[config.mk]
export PLATFORM = sky130hd
export DESIGN_NAME = breakout_game_ctrl
export DESIGN_NICKNAME = d
export VERILOG_FILES = /design/src/rtl/breakout_game_ctrl.sv
export SDC_FILE = /design/constraint.sdc
export NUM_CORES = 1
export LEC_CHECK = 0
export BUFFER_PORTS_ARGS = -buffer_cell sky130_fd_sc_hd__buf_2
export CELL_PAD_IN_SITES_DETAIL_PLACEMENT = 0
export CELL_PAD_IN_SITES_GLOBAL_PLACEMENT = 1
export CORE_MARGIN = 2
export CORE_UTILIZATION = 42
export CTS_CLUSTER_SIZE = 16
export DETAILED_ROUTE_END_ITERATION = 7
export PLACE_DENSITY = 0.92
export SYNTH_ARGS = -nofsm -noshare
export SYNTH_HDL_FRONTEND = slang
export SYNTH_SLANG_ARGS = --single-unit
[constraint.sdc]
create_clock -name clk -period 4.4 [get_ports clk]
set_clock_uncertainty 0.1 [all_clocks]
set_input_delay 0.22 -clock clk [delete_from_list [all_inputs] [get_ports clk]]
set_output_delay 0.22 -clock clk [all_outputs]
set_load 0.03 [all_outputs]
[src/rtl/breakout_game_ctrl.sv]
// Breakout game-flow sequencer: IDLE/SERVE/PLAY/OVER/WIN FSM, delay timers, BCD score, lives and bricks.
// Optional high-score register enabled by defining BREAKOUT_GAME_CTRL_HISCORE_EN.
module breakout_game_ctrl #(
  parameter int LIVES       = 3,
  parameter int BRICKS      = 40,
  parameter int SERVE_TICKS = 120,
  parameter int OVER_TICKS  = 180
) (
  input  logic        clk,
  input  logic        reset,
  input  logic        frame_tick,
  input  logic        start,
  input  logic        pause,
  input  logic        hit,
  input  logic        miss,
  output logic [2:0]  state,
  output logic        gra_still,
  output logic        ball_reset,
  output logic [15:0] score,
  output logic [2:0]  lives,
  output logic [7:0]  bricks_left,
  output logic [15:0] hi_score
);

  typedef enum logic [2:0] {
    S_IDLE  = 3'd0,
    S_SERVE = 3'd1,
    S_PLAY  = 3'd2,
    S_OVER  = 3'd3,
    S_WIN   = 3'd4
  } state_t;

  localparam logic [2:0] LIVES_INIT  = 3'(LIVES);
  localparam logic [7:0] BRICKS_INIT = 8'(BRICKS);
  localparam logic [7:0] SERVE_LAST  = 8'(SERVE_TICKS - 1);
  localparam logic [7:0] OVER_T      = 8'(OVER_TICKS);

  state_t     st;
  logic [7:0] timer;
  logic       start_ok;

  assign state = st;

  // BCD increment with per-digit carry, saturating at 9999
  function automatic logic [15:0] bcd_inc(input logic [15:0] v);
    logic [15:0] r;
    logic        carry;
    r     = v;
    carry = 1'b1;
    if (v != 16'h9999) begin
      for (int unsigned i = 0; i < 4; i++) begin
        if (carry) begin
          if (r[i*4 +: 4] == 4'd9) begin
            r[i*4 +: 4] = 4'd0;
          end else begin
            r[i*4 +: 4] = r[i*4 +: 4] + 4'd1;
            carry       = 1'b0;
          end
        end
      end
    end
    return r;
  endfunction

  always_comb begin
    start_ok = 1'b0;
    if (start) begin
      if (st == S_IDLE)
        start_ok = 1'b1;
      else if ((st == S_OVER || st == S_WIN) && timer == OVER_T)
        start_ok = 1'b1;
    end
  end

  always_ff @(posedge clk) begin
    if (reset) begin
      st          <= S_IDLE;
      timer       <= '0;
      score       <= '0;
      lives       <= LIVES_INIT;
      bricks_left <= BRICKS_INIT;
      gra_still   <= 1'b1;
      ball_reset  <= 1'b0;
    end else begin
      ball_reset <= 1'b0;
      gra_still  <= 1'b1;
      if (start_ok) begin
        st          <= S_SERVE;
        timer       <= '0;
        score       <= '0;
        lives       <= LIVES_INIT;
        bricks_left <= BRICKS_INIT;
        ball_reset  <= 1'b1;
      end else begin
        case (st)
          S_SERVE: begin
            if (frame_tick) begin
              if (timer == SERVE_LAST) begin
                st        <= S_PLAY;
                timer     <= '0;
                gra_still <= pause;
              end else begin
                timer <= timer + 8'd1;
              end
            end
          end
          S_PLAY: begin
            // A hit that clears the last brick wins outright and masks a coincident miss
            if (hit && bricks_left == 8'd1) begin
              score       <= bcd_inc(score);
              bricks_left <= '0;
              st          <= S_WIN;
              timer       <= '0;
            end else begin
              if (hit) begin
                score <= bcd_inc(score);
                if (bricks_left != 8'd0)
                  bricks_left <= bricks_left - 8'd1;
              end
              if (miss) begin
                if (lives != 3'd0)
                  lives <= lives - 3'd1;
                timer <= '0;
                if (lives <= 3'd1) begin
                  st <= S_OVER;
                end else begin
                  st         <= S_SERVE;
                  ball_reset <= 1'b1;
                end
              end else begin
                gra_still <= pause;
              end
            end
          end
          S_OVER, S_WIN: begin
            if (frame_tick && timer != OVER_T)
              timer <= timer + 8'd1;
          end
          default: ;
        endcase
      end
    end
  end

`ifdef BREAKOUT_GAME_CTRL_HISCORE_EN
  state_t st_q;

  // BCD digits are ordered, so a plain binary compare is a BCD magnitude compare
  always_ff @(posedge clk) begin
    if (reset) begin
      st_q     <= S_IDLE;
      hi_score <= '0;
    end else begin
      st_q <= st;
      if ((st == S_OVER || st == S_WIN) && st_q == S_PLAY && score > hi_score)
        hi_score <= score;
    end
  end
`else
  assign hi_score = 16'h0000;
`endif

endmodule

Yosys cells after proc, flatten, opt, wreduce, memory -nomap -nowiden --
Cells that the tools add are included.
Word-level totals: register bits after elaboration 40, bits in latches 0, bits in writable memories 0, ROM bits 0, output and inout port bits 48, memories kept 0
Operators by class: add/subtract/negate cells 7, $mul 0, div/mod/pow operators 0, magnitude comparators 1, equal/unequal tests 23, shifts and indexed selects 0, muxes and demuxes 82, bitwise gates (word level) 1, reductions and logical operators 26
Operators with widths (number):
- 2-to-1 mux 16 bit | 4
- 2-to-1 mux 8 bit | 8
- 2-to-1 mux 1 bit | 52
- 2-to-1 mux 4 bit | 10
- one-hot mux 8 bit (3 select lines) | 1
- adder 4 x 1 -> 4 bit, second input constant | 4
- equality test 4 bit, second input constant | 4
- inequality test 16 bit, second input constant | 1
- AND reduction 4 bit | 4
- AND reduction 5 bit | 3
- 2-to-1 mux 3 bit | 4
- nonzero test 2 bit | 6
- inequality test 3 bit, second input constant | 3
- nonzero test 3 bit | 3
- adder 8 x 1 -> 8 bit, second input constant | 1
- equality test 8 x 1 -> 1 bit, second input constant | 1
- equality test 8 x 7 -> 1 bit, second input constant | 1
- equality test 8 bit, second input constant | 1
- inequality test 8 bit, second input constant | 1
- nonzero test 8 bit | 1
- subtractor 8 x 1 -> 8 bit, second input constant | 1
- equality test 3 x 2 -> 1 bit, second input constant | 2
- inequality test 2 x 1 -> 1 bit, second input constant | 3
- inequality test 2 bit, second input constant | 3
- 14 further kinds | 18

Logic depth before layout (Yosys ltp) --
depth after elaboration 26, gate-level depth with buffers 8

Least setup slack after synthesis --
Ideal clock, no wire load.
kind register -> register, start point register bricks_left[0], end point register timer[5], setup time 0.070 ns, arrival time 2.304 ns, required time 4.230 ns, path slack 1.926 ns, cell stages (with the launch flop) 8, path buffers 1, period minus slack after synthesis 2.474 ns, path through dfxtp_1 -> ha_1 -> or4bb_1 -> o211a_1 -> o31a_1 -> buf_6 -> or3_1 -> a21oi_1
Between the ends: word-level cells in the longest chain between the ends 4, elaborated cells on any way between the ends 6
Ends and longest elaborated chain:
- start: declaration | RTL line 21 | output logic [7:0] bricks_left,
- start signal: assignment | RTL line 118 | bricks_left <= bricks_left - 8'd1;
- equality test 8 x 1 -> 1 bit (*) | RTL line 109 | if (hit && bricks_left == 8'd1) begin
- logical AND 1 bit (*) | RTL line 109
- inequality test 3 bit (no line) or 2-to-1 mux 8 bit (tied branches)
- AND reduction 4 bit (no line) or one-hot mux 8 bit (3 select lines) (tied branches)
- end signal: assignment | RTL line 103 | timer <= timer + 8'd1;
- end signal: assignment | RTL line 137 | timer <= timer + 8'd1;
- end: declaration | RTL line 39 | logic [7:0] timer;
Mark *: on every way between the ends. The rest lies on a longest branch, timed or not. A chain may end at the register's enable or synchronous reset.

Final worst setup path --
start point register bricks_left[0], end point register timer[7]
The elaborated chain is that of the path after synthesis.

==> results.md <==
* Post-route worst hold slack at between 0.015 and 0.02 ns
* Die span in y at about 80 um
* Core outline area at 0.00544 mm2
* Horizontal die dimension at roughly 79 um
* Kind of capture point of the worst setup path: register
* Worst min-delay path category: in2reg
* WP buf/inv at 0
* Detailed Route WL at 4610 um
* Number of buffers between clock root and the deepest sink at 2
* Final total negative setup slack at 0 ns
* Top fanout value on the critical path at 11
* Largest area contributor in the netlist: sky130_fd_sc_hd__dfxtp_1
* Count of distinct cell types in the synthesized netlist at 58
* # Post-CTS Setup Buffers at 0
* Number of antenna repair diodes at 0
* Delay of the slowest cell on the worst path at 0.44 ns
* Number of DRC markers in iteration 0 at 99
* Final Net Count at approximately 330
* Maximum ir drop on the vdd rail at ~160 uV
* First-pass GRT wire length at between 7000 and 8000 um
* Number of antenna violations at the first check in global routing at 0
* Vias in the first global route at 1,772
* TritonCTS sink count at 40
* Count of state elements after synthesis at 40
* Biggest area contributors in the synthesized netlist: sky130_fd_sc_hd__dfxtp_1 (34%), sky130_fd_sc_hd__nor2_1 (5.5%), sky130_fd_sc_hd__buf_4 (5.2%)
* Pin count of the biggest net entering global routing at 30
* Slowest cell on crit path: sky130_fd_sc_hd__or4bb_1
* Crit-path cells: ha_1, or4bb_1, o211a_1, o31a_1, or3_1, a21oi_1
* Portion of synthesized cell area occupied by the leading cell type at 0.343
* Total DRC errors in the routed layout at 0
* Worst Max-Slew Pin Slew at approximately 0.71 ns
* Most used DFF post-synth: sky130_fd_sc_hd__dfxtp_1
* Post-synthesis cell count at 278
* Final setup violating endpoints at 0
* Final hold violation count at 0
* Power density of the placed cells at ~260 mW/mm2
* Row cnt at 27
* Post-synthesis to final-layout area growth at 10.8%
* Share of cells above drive strength 1 at 0.175
* TritonRoute pass-1 iters at 4
* Vias at roughly 2,000
* Placed standard-cell area at 0.00249 mm2
* I/O pins at 55
* Final RePlAce weighted congestion at 0.779
* Most frequent standard cell in the layout excluding fill and tap cells: sky130_fd_sc_hd__dfxtp_1
* Buffer cell driving the clock tree root: sky130_fd_sc_hd__clkbuf_8
* Final max-slew violation count at 0
* Arrival time reported for the critical path endpoint at ~2.6 ns
* Relative max-transition margin at 0.515
* Routed WL per cell at 12.0 um
* Share of synthesized area occupied by flip-flops and latches at 0.343
* Port Buffer Count at 38
* Kind of launch point of the worst setup path: register
* Post-cts gate resize count at 0
* Outcome: finished clean
* Kind of cell with the highest combined delay on the critical path: simple AND/OR/NAND/NOR gates
* Type of the worst setup path: reg2reg
* Yosys warning count at 0
* Post-layout instance count excluding filler cells at ~390
* HPWL after detailed placement at between 3000 and 4000 um
* Total routing usage reported by global routing at 0.156
* Asr flop ratio synth at 0
* Number of synthesized flops with an enable pin at 0
* Remaining antenna violation count after routing at 0
* Number of cells in the design after placement at roughly 380
* TritonCTS clock tree: done
* RSZ-0062 raised after global routing: no
* Max frequency at between 400 and 500 MHz
* Clock latency of the later-clocked register in the worst-skew pair at between 0.2 and 0.3 ns
* Final design instance area without fill at approximately 0.0026 mm2
* Final critical-path share of the clock period at 0.553
* Avg Inst Size Synth at roughly 8.4 um2
* H-tree levels at 2
* Worst EP required at about 4.5 ns
* Total grt overflow at 0
* Area of the die at slightly above 0.006 mm2
* Most used cells in the layout excluding fill and tap cells: sky130_fd_sc_hd__dfxtp_1 (40), sky130_fd_sc_hd__buf_2 (38), sky130_fd_sc_hd__nor2_1 (34), sky130_fd_sc_hd__nand2_1 (17)
* DR vias/cell at approximately 5
* Count of maximum capacitance violations at 0
* Clock slew seen by the registers of the worst setup and hold paths at ~0.080 ns
* CTS buffer count at 5
* Final worst path period need at 2.43 ns
* Cell leakage power at approximately 1.0 nW
* End-of-flow core utilization at 0.475
* Cell area after synthesis at ~0.0023 mm2
* Post-CTS Hold Fix Bufs at 0
* Effective utilization at floorplan at 0.429
==> area by class of cell <==
type	instances	area, um2
flip-flops and latches	40	801
clock inverters	1	7.51
repair buffers	39	198
clock buffers	7	86.3
multi-input cells	214	1350
fillers	565	2850
well taps	72	90.1
inverters	13	48.8
==> per-layer routing <==
metal	wire length, um	global-route usage
met4	44	0.0579
met5	0	0
met1	2150	0.200
met3	236	0.0333
met2	2180	0.256
==> metrics by stage <==
stage	total power [W]	setup slack [ns]
2_1_floorplan	0.000435	1.93
3_3_place_gp	0.000432	2.04
3_5_place_dp	0.000432	1.99
4_1_cts	0.000687	1.96
5_1_grt	0.000708	1.82
6_report	0.000676	1.97
==> worst paths after layout <==
| check | from | to | slack, ns | cells past startpoint |
|---|---|---|---|---|
| worst max register to register | bricks_left[0] | timer[7] | 1.97 | 6 |
| worst min-delay path | reset | state[0] | 0.02 | 2 |
| worst max-delay path | bricks_left[0] | timer[7] | 1.97 | 6 |
| worst min register to register | timer[7] | timer[7] | 0.40 | 2 |
==> cells in the mapped netlist (3+ instances only) <==
master / n
sky130_fd_sc_hd__nor2b_1: 5
sky130_fd_sc_hd__a21oi_1: 16
sky130_fd_sc_hd__or2_2: 3
sky130_fd_sc_hd__or3_1: 4
sky130_fd_sc_hd__and3_1: 4
sky130_fd_sc_hd__nor2_1: 34
sky130_fd_sc_hd__nor4bb_1: 4
sky130_fd_sc_hd__inv_1: 13
sky130_fd_sc_hd__xnor2_1: 5
sky130_fd_sc_hd__xor2_1: 9
sky130_fd_sc_hd__nand3b_1: 3
sky130_fd_sc_hd__clkbuf_1: 6
sky130_fd_sc_hd__mux2i_1: 7
sky130_fd_sc_hd__buf_4: 16
sky130_fd_sc_hd__o21ai_0: 7
sky130_fd_sc_hd__nand4_1: 4
sky130_fd_sc_hd__nor3_1: 7
sky130_fd_sc_hd__dfxtp_1: 40
sky130_fd_sc_hd__nand2b_1: 9
sky130_fd_sc_hd__ha_1: 8
sky130_fd_sc_hd__nand2_1: 17
sky130_fd_sc_hd__a31oi_1: 4
sky130_fd_sc_hd__nand3_1: 8
==> sequential cells by signal, indices dropped and copies added (netlist names) <==
signal,count
score,16
bricks_left,8
timer,8
lives,3
state,3
ball_reset,1
gra_still,1
==> power by group <==
part           internal (W)  leakage (nW)  switching, W
clock              0.000127        0.0445      0.000126
combinational     0.0000134         0.670     0.0000418
sequential         0.000364         0.323    0.00000368
total              0.000505          1.04      0.000171
==> worst reg2reg max path, cell delays in order, from the launching register on <==
cell,delay [ns]
sky130_fd_sc_hd__dfxtp_1,0.41
sky130_fd_sc_hd__ha_1,0.21
sky130_fd_sc_hd__or4bb_1,0.44
sky130_fd_sc_hd__o211a_1,0.27
sky130_fd_sc_hd__o31a_1,0.41
sky130_fd_sc_hd__or3_1,0.38
sky130_fd_sc_hd__a21oi_1,0.13
==> cell families (layout without fill, tap and decap cells) <==
logic type | count (synthesis) | count (layout) | share of synthesized area
and+or+nand+nor | 118 | 118 | 0.279
buffers and inverters | 39 | 60 | 0.100
other | 1 | 16 | 0.00161
adders and majority gates | 8 | 8 | 0.0429
DFF | 40 | 40 | 0.343
muxes | 8 | 8 | 0.0349
xor gates and xnor gates | 14 | 14 | 0.0526
AOI/OAI and AO/OA | 50 | 50 | 0.145
Note: power is estimated with default switching activity, not from simulation.
